## src/rtl/toggle_monitor.sv

```systemverilog
// toggle_monitor: edge detector, edge counter, half-period timer and stall FSM for a toggle waveform.
// Define TOGGLE_MONITOR_SYNC_EN to pass i_toggle through a 2-flop synchronizer before edge detection.
module toggle_monitor (
  input  logic        clk,
  input  logic        reset_n,
  input  logic        enable,
  input  logic        i_toggle,
  input  logic [31:0] i_timeout,
  input  logic        i_clr,
  output logic        o_edge,
  output logic [15:0] o_edge_cnt,
  output logic [31:0] o_half_period,
  output logic        o_period_valid,
  output logic        o_stall,
  output logic [1:0]  o_state
);

  typedef enum logic [1:0] {
    IDLE  = 2'd0,
    ARM   = 2'd1,
    RUN   = 2'd2,
    STALL = 2'd3
  } state_t;

  state_t      r_state;
  logic        r_prev;
  logic [31:0] r_timer;
  logic        w_sample;
  logic        w_ready;
  logic        w_edge;
  logic        w_timeout;

`ifdef TOGGLE_MONITOR_SYNC_EN
  logic       r_sync1;
  logic       r_sync2;
  logic [1:0] r_warm;

  always_ff @(posedge clk or negedge reset_n) begin
    if (!reset_n) begin
      r_sync1 <= 1'b0;
      r_sync2 <= 1'b0;
      r_warm  <= '0;
    end else begin
      r_sync1 <= i_toggle;
      r_sync2 <= r_sync1;
      r_warm  <= {r_warm[0], 1'b1};
    end
  end

  assign w_sample = r_sync2;
  // Hold IDLE after reset until the synchronizer carries a real sample, so the
  // reset value of the sync chain is never mistaken for a transition.
  assign w_ready  = r_warm[1];
`else
  assign w_sample = i_toggle;
  assign w_ready  = 1'b1;
`endif

  assign w_edge    = (w_sample ^ r_prev) & enable & (r_state != IDLE);
  assign w_timeout = (i_timeout != '0) && (r_timer >= i_timeout);
  assign o_state   = r_state;

  always_ff @(posedge clk or negedge reset_n) begin
    if (!reset_n) begin
      r_state        <= IDLE;
      r_prev         <= 1'b0;
      r_timer        <= '0;
      o_edge         <= 1'b0;
      o_edge_cnt     <= '0;
      o_half_period  <= '0;
      o_period_valid <= 1'b0;
      o_stall        <= 1'b0;
    end else begin
      r_prev         <= w_sample;
      o_edge         <= w_edge;
      o_period_valid <= 1'b0;

      if (!enable) begin
        r_state       <= IDLE;
        r_timer       <= '0;
        o_edge_cnt    <= '0;
        o_half_period <= '0;
        o_stall       <= 1'b0;
      end else begin
        // An edge always wins over a coincident timeout.
        if (w_edge) begin
          r_state <= RUN;
          o_stall <= 1'b0;
          if ((r_state == RUN) && !i_clr) begin
            o_half_period  <= r_timer;
            o_period_valid <= 1'b1;
          end
        end else if (r_state == IDLE) begin
          if (w_ready) begin
            r_state <= ARM;
          end
        end else if ((r_state != STALL) && w_timeout) begin
          r_state <= STALL;
          o_stall <= 1'b1;
        end

        if (i_clr || (r_state == IDLE)) begin
          r_timer <= '0;
        end else if (w_edge) begin
          r_timer <= 32'd1;
        end else if (r_timer != '1) begin
          r_timer <= r_timer + 32'd1;
        end

        if (i_clr) begin
          o_edge_cnt    <= '0;
          o_half_period <= '0;
        end else if (w_edge) begin
          o_edge_cnt <= o_edge_cnt + 16'd1;
        end
      end
    end
  end

endmodule
```

## config.mk

```make
export PLATFORM = sky130hd
export DESIGN_NAME = toggle_monitor
export DESIGN_NICKNAME = d
export VERILOG_FILES = /design/src/rtl/toggle_monitor.sv
export SDC_FILE = /design/constraint.sdc
export NUM_CORES = 1
export LEC_CHECK = 0
export ABC_AREA = 1
export BUFFER_PORTS_ARGS = -buffer_cell sky130_fd_sc_hd__buf_4
export CAP_MARGIN = 20
export CORE_MARGIN = 3
export CORE_UTILIZATION = 60
export CTS_BUF_LIST = sky130_fd_sc_hd__clkbuf_8 sky130_fd_sc_hd__clkbuf_16
export CTS_CLUSTER_DIAMETER = 80
export DETAILED_ROUTE_END_ITERATION = 10
export PLACE_DENSITY_LB_ADDON = 0.1
export SLEW_MARGIN = 20
export SYNTH_ARGS = -nofsm -noshare
export SYNTH_HDL_FRONTEND = slang
export SYNTH_SLANG_ARGS = --single-unit
```

## constraint.sdc

```tcl
create_clock -name clk -period 3.95 [get_ports clk]
set_input_delay 0.79 -clock clk [delete_from_list [all_inputs] [get_ports clk]]
set_output_delay 0.79 -clock clk [all_outputs]
set_load 0.01 [all_outputs]
```

== Yosys cells after proc, flatten, opt, wreduce, memory -nomap -nowiden ==
Cells that the tools add are included.
Cells by class
  add/sub/neg operators: 2
  order comparisons: 1
  equal/unequal tests: 9
  muxes and demuxes: 22
  bitwise operators: 3
  reduce and logical (&&, ||, !) cells: 10
Operator list (number)
  32-bit 2-to-1 mux: 8
  16-bit 2-to-1 mux: 3
  32-bit by 1-bit adder with 32-bit output, second input constant: 1
  32-bit >= comparator: 1
  32-bit inequality test, second input constant: 1
  32-bit nonzero test: 1
  16-bit by 1-bit adder with 16-bit output, second input constant: 1
  3-bit by 1-bit inequality test with 1-bit output, second input constant: 3
  2-bit 2-to-1 mux: 4
  4-bit by 1-bit inequality test with 1-bit output, second input constant: 2
  1-bit 2-to-1 mux: 7
  2-bit AND reduction: 2
  1-bit logical AND: 3
  3-bit inequality test, second input constant: 1
  1-bit bitwise AND: 2
  2-bit == test, second input constant: 1
  2-bit logical NOT: 1
  2-bit inequality test, second input constant: 1
  2-bit nonzero test: 1
  1-bit logical NOT: 1
  1-bit logical OR: 1
  1-bit XOR: 1
Word-level totals
  bits in registers: 86
  input bits: 37
  output and inout bits: 53
  word-level logic and storage cells: 55

== Longest topological paths before layout ==
Gate-level depths: netlist (run 1).
  depth after elaboration: 7
  gate-level depth with buffers: 18
  depth with buffers taken out: 18

== Worst setup path before layout (run 1) ==
No wires, ideal clock.
  kind: input to register
  from: input port enable
  to: register o_half_period[0]
  library setup time: 0.134 ns
  arrival: 1.937 ns
  data required time: 3.816 ns
  path slack: 1.879 ns
  stages on the path: 9
  path buffers: 2
  cells stage by stage: buf_4 inv_4 nor2_4 nand2_4 nor2_1 nand2_1 clkbuf_1 nand3_1 o21ai_0
Between the ends
  word-level cells in the longest chain between the ends: 4
  elaborated cells between the ends (all ways): 6
  classes of those cells: 2 x eq/ne; 1 x mux; 2 x bitwise; 1 x reduce/logical
RTL lines
  start: declaration: RTL line 6  | input logic enable,
  1-bit bitwise AND (2 in a row): RTL line 59  | assign w_edge = (w_sample ^ r_prev) & enable & (r_state != IDLE);
  3-bit by 1-bit inequality test with 1-bit output (no line)
  2-bit AND reduction (no line)
  end signal: assignment: RTL line 90  | o_half_period <= r_timer;
  end: declaration: RTL line 12  | output logic [31:0] o_half_period,
Several ways; a longest one is shown, not always the timed one.
A chain may end at the register's enable or synchronous reset.

== Final worst setup path (run 1) ==
  from: input port enable
  to: register o_half_period[23]
Same word-level chain as after synthesis.

==> results.yml, run 1 <==
clock_network:
  htree_levels: 3
  insertion_delay_ns: 0.36
  postCtsHoldBufs: 0
  cts_sinks: 86
  cts_made_buffers: 9
  clk_path_buf_depth: 2
  cts_setup_buffers: 0
  ctsResizeCount: 0
  clockRootBuffer: "clkbuf_8"
  cts_tree: "yes"
  clk_pin_slew_ns: 0.10
cells_and_area:
  antenna_cells: 0
  drive_gt1_share_pct: 18.0
  mostFrequentLayoutCells: "nand2_1 (136), inv_1 (94), buf_4 (90)"
  final_common_cell: "nand2_1"
  nNetsFinal: 843
  synthToLayoutAreaGrowth_pct: 17.8
sta:
  post-route-min-period_ns: 2.30
  tns_ns: 0
  slew_violations: 0
  hold_viol: 0
  fmax_mhz: 435
  finalSetupViolations: 0
  finalWorstSetupSlack_ns: 1.65
  period_share_pct: 58.2
  grt_setup_unrepaired: "no"
  worstMarginPinSlew_ns: 0.785
  maxSlewHeadroom_pct: 47.7
  clock_skew_ns: 0.0106
grt:
  use_met2_pct: 46.8
  antenna_found_initial: 0
  grt_pass1_wl_mm: 23.6
  grt_overflow: 0
  track_usage_pct: 29.8
  grt_max_degree: 87
  busiest_layer: "met2"
  grt_pass1_vias: 4775
  met1_usage_pct: 41.6
  grt_use_met3_pct: 5.28
run:
  drv_cap: 0
setup_path:
  path_max_fanout: 45
  start_kind: "primary input"
  worstReg2RegStart: "r_timer[12]"
  r2r_slack_ns: 1.66
  crit_type: "primary input to register"
  r2r-end: "r_timer[0]"
  reg2regPathDepth: 7
  worst-endpoint-required_ns: 4.25
  crit_arrival_ns: 2.59
  critPathCaptureType: "register"
power:
  pwr-share-comb_pct: 10.4
  p_int_mw: 1.22
  leakage_nw: 3.24
  pwr-share-clk_pct: 35.8
  p_sw_mw: 0.458
  ir_drop_mv: 0.168
  power_frac_seq_pct: 53.8
  p_sw_share_pct: 27.3
  power.density_nw_per_um2: 270
detailed_routing:
  drt-pass1-iter-count: 5
  vias: 4972
  drt-initial-drc-count: 403
  vias_per_cell: 5.64
  routedWlPerCell_um: 16.2
  drt_wl_total_mm: 14.3
  final_antenna_net_count: 0
  drc_errors: 0
yosys:
  ys_seq_elements: 86
  yosysWarnings: 0
  synth_area_sq_um: 5290
  yosysSeqAreaShare_pct: 40.7
  syn_area_per_cell_sq_um: 7.73
  synthDistinctLibCells: 46
  syn-num-nets: 756
  synth_cells: 685
floorplanning:
  placementRows: 33
  ios: 90
  coreArea_sq_um: 8380
  die_w_um: 99.9
  dieArea_sq_um: 9980
  die_h_um: 99.9
  initial_core_util_pct: 63.1
placed_design:
  place_congestion: 0.967
  port-buffer-count: 89
  place_hpwl_mm: 11.1
  place_ws_ns: 1.31
status:
  status: "finished, final reports clean"
worst_hold_path:
  worst_hold_path_type: "primary input to async pin"
## critical path: stages
cell and delay, ns:
buf_4 0.16, inv_4 0.09, nor2_4 0.14, nand2_4 0.11
nor2_1 0.21, nand2_1 0.31, buf_4 0.37, inv_2 0.24
nand2_1 0.08, nand2_1 0.08
## flip-flops by register name, indices dropped and copies added, names as in the netlist
name,cells
o_edge_cnt,16
r_timer,32
o_state,2
r_prev,1
o_stall,1
o_edge,1
o_half_period,32
o_period_valid,1
## layer usage
| metal | vias up | routed length [um] | part of all wire, % |
|---|---|---|---|
| met5 | - | 0 | 0 |
| met4 | 0 | 410 | 2.9 |
| met3 | 31 | 874 | 6.1 |
| met2 | 165 | 6750 | 47 |
| met1 | 2341 | 6270 | 44 |
| li1 | 2435 | - | - |
## power by group through the flow
stage	clock [mW]	sequential, mW	combinational (mW)
6_report	0.602	0.904	0.175
3_3_place_gp	0	0.921	0.167
4_1_cts	0.608	0.904	0.176
2_1_floorplan	0	0.924	0.0855
3_5_place_dp	0	0.922	0.175
5_1_grt	0.642	0.906	0.197
## worst max path at each step
stage | startpoint | cells after the start | endpoint
finish | enable | 10 | o_half_period[23]
global route | enable | 10 | o_half_period[27]
CTS | enable | 10 | o_half_period[23]
detailed placement | enable | 10 | o_half_period[23]
global placement | enable | 10 | o_half_period[12]
floorplan | enable | 9 | o_half_period[0]
## cells in the mapped netlist, drive strengths merged
| cell type | count | area [sq um] |
|---|---|---|
| nand4 | 19 | 125 |
| a32o | 1 | 10.0 |
| nand3 | 66 | 348 |
| o21a | 3 | 22.5 |
| and3b | 1 | 8.76 |
| o221a | 1 | 11.3 |
| clkbuf | 6 | 22.5 |
| clkinv | 1 | 3.75 |
| a221oi | 2 | 17.5 |
| xor2 | 16 | 140 |
| and3 | 1 | 6.26 |
| o211ai | 1 | 7.51 |
| o41ai | 6 | 52.6 |
| nand2 | 143 | 564 |
| a211oi | 1 | 7.51 |
| a21o | 2 | 15.0 |
| o21ai | 36 | 180 |
| a21boi | 2 | 15.0 |
| nand3b | 1 | 7.51 |
| nor3 | 29 | 166 |
| ha | 34 | 425 |
| a31oi | 3 | 18.8 |
| dfrtp | 86 | 2150 |
| a21oi | 28 | 140 |
| nor2 | 82 | 359 |
| nor4 | 2 | 27.5 |
| buf | 9 | 48.8 |
| inv | 103 | 389 |
## area by class of cell
cell class              count  area (sq um)
clock buffers              11           151
clock inverters             5          41.3
fillers                   673          2150
inverters                 104           393
multi-input cells         480          2680
flip-flops and latches     86          2150
well taps                 105           131
repair buffers             91           687
## stage by stage
| step | hold slack, ns | util (%) | std cells | total power [mW] | cell area, sq um |
|---|---|---|---|---|---|
| 4_1_cts | 0.516 | 74.3 | 882 | 1.69 | 6230 |
| 3_3_place_gp | 0.462 | 72.0 | 866 | 1.09 | 6040 |
| 2_1_floorplan | 0.494 | - | 685 | 1.01 | 5290 |
| 6_report | 0.450 | 74.4 | 882 | 1.68 | 6230 |
| 3_5_place_dp | 0.492 | 72.0 | 866 | 1.10 | 6040 |
| 5_1_grt | 0.515 | 74.4 | 882 | 1.74 | 6230 |
## kinds of logic after synthesis
| group | Yosys count | synth area share, % |
|---|---|---|
| AND/OR/NAND/NOR | 344 | 30.5 |
| buffers and inverters | 119 | 8.77 |
| AO/OA/AOI/OAI | 86 | 9.41 |
| flip-flops | 86 | 40.7 |
| adder cells (fa/ha/maj) | 34 | 8.04 |
| XOR/XNOR | 16 | 2.65 |
Power figures use the tool's default switching activity.
==> run 2, diff against run 1 <==
- CORE_UTILIZATION: 60 -> 51
- clock period: 3.95 -> 1.9 ns (I/O delays scaled with it)
==> results.yml, run 2 (same netlist as run 1, synthesis figures left out) <==
status:
  status: "finished, final reports clean"
setup_path:
  slowest_delay_ns: 0.41
  path_max_fanout: 4
  crit_arrival_ns: 2.14
  critPathCaptureType: "register"
  crit_buf_inv: 3
  crit_chain: "ha_2, nand2_2, inv_2, nand2_4, nor2_8, nand3_4, buf_4, inv_1, nand2_1, xor2_1, nor2_1, nand3_1, nand2_1"
  critical_path_depth: 13
  cpMostUsedCell: "nand2_1"
  start_kind: "register"
  reg2regPathDepth: 13
  crit_family: "simple AND/OR/NAND/NOR gates"
  worst-endpoint-required_ns: 2.22
  crit_type: "register to register"
  critPathSlowestCell: "dfrtp_1"
placed_design:
  place_congestion: 0.953
  place_hpwl_mm: 12.6
  port-buffer-count: 89
  dp_cells: 953
cells_and_area:
  largestRegisters: "o_half_period: 32 flops, r_timer: 32 flops, o_edge_cnt: 16 flops"
  drive_gt1_share_pct: 29.1
  multiInputGateArea_sq_um: 2850
  seqCellArea_sq_um: 2160
  antenna_cells: 0
  instances_no_fill: 977
  nNetsFinal: 910
  mostFrequentLayoutCells: "buf_4 (153), nand2_1 (130), inv_1 (94)"
  final_common_cell: "buf_4"
  fillCellCount: 846
  synthToLayoutAreaGrowth_pct: 32.3
sta:
  finalSetupViolations: 0
  worstMarginPinSlew_ns: 0.467
  post-route-min-period_ns: 1.82
  slew_violations: 0
  clock_skew_ns: 0.0171
  fmax_mhz: 549
  period_share_pct: 95.9
  grt_setup_unrepaired: "yes"
  hold_slack_ns: 0.0303
  maxSlewHeadroom_pct: 68.6
  hold_viol: 0
detailed_routing:
  vias_per_cell: 5.42
  drt-pass1-iter-count: 5
  final_antenna_net_count: 0
  drc_errors: 0
  drt-initial-drc-count: 470
  drt_wl_total_mm: 16.3
  routedWlPerCell_um: 16.7
  vias: 5295
clock_network:
  htree_levels: 3
  clockRootBuffer: "clkbuf_8"
  insertion_delay_ns: 0.38
  cts_made_buffers: 9
  cts_sinks: 86
  clk_path_buf_depth: 2
  cts_tree: "yes"
  clk_pin_slew_ns: 0.10
  postCtsHoldBufs: 0
power:
  fin_total_pwr_mw: 3.77
  power.density_nw_per_um2: 538
  ir_drop_mv: 0.313
  leakage_nw: 3.61
grt:
  grt_max_degree: 87
  track_usage_pct: 28.9
  antenna_found_initial: 0
  grt_pass1_vias: 5061
  grt_overflow: 0
  grt_pass1_wl_mm: 25.9
floorplanning:
  die_h_um: 108
  die_w_um: 108
  initial_core_util_pct: 53.4
  dieArea_sq_um: 11600
  ios: 90
  coreArea_sq_um: 9910
  placementRows: 36
worst_hold_path:
  worst_hold_path_type: "primary input to async pin"
run:
  drv_cap: 0
run 2: per-stage QoR:
step / util [%] / TNS [ns] / cell area, sq um / setup WS [ns]
CTS: 68.4 / 0 / 6780 / 0.00718
floorplan: - / 0 / 5290 / 0.167
global route: 70.7 / -0.0842 / 7000 / -0.0358
detailed placement: 66.0 / -0.112 / 6540 / -0.0701
finish: 70.7 / 0 / 7000 / 0.0780
global placement: 66.0 / -0.0164 / 6540 / -0.0164
run 2: repair_timing:
action                                  4_1_cts  5_1_grt
gates cloned                                  0        1
gates resized for setup                       3       46
endpoints found under the setup margin        1       37
setup buffers                                 1        6
pin swaps                                     0        4
run 2: layout make-up:
type / instances / share of cell area, %
multi-input combinational: 481 / 40.6
sequential: 86 / 30.9
timing repair buffer: 157 / 17.3
inverter: 104 / 5.64
tap: 133 / 2.38
clock buffer: 9 / 1.77
clock inverter: 7 / 1.39
run 2: per-layer routing:
metal | vias up | share of wire, % | track usage (%)
met5 | - | 0 | 0
met1 | 2529 | 43 | 38.5
met4 | 0 | 2.7 | 10.1
met2 | 169 | 49 | 48.0
met3 | 28 | 5.5 | 4.32
li1 | 2569 | - | -
run 2: final timing paths:
path / start / endpoint / slack, ns
worst max-delay path: r_timer[0] / r_timer[28] / 0.08
worst min-delay path: reset_n / r_timer[15] / 0.03
worst max register to register: r_timer[0] / r_timer[28] / 0.08
worst min register to register: o_stall / o_stall / 0.49
max in group asynchronous: reset_n / r_timer[27] / 1.47
min in group clk: i_toggle / r_prev / 0.14
run 2: power by group:
part,internal [mW],switching [mW]
registers,1.85,0.0294
clock network,0.750,0.721
logic,0.161,0.252
total,2.77,1.00
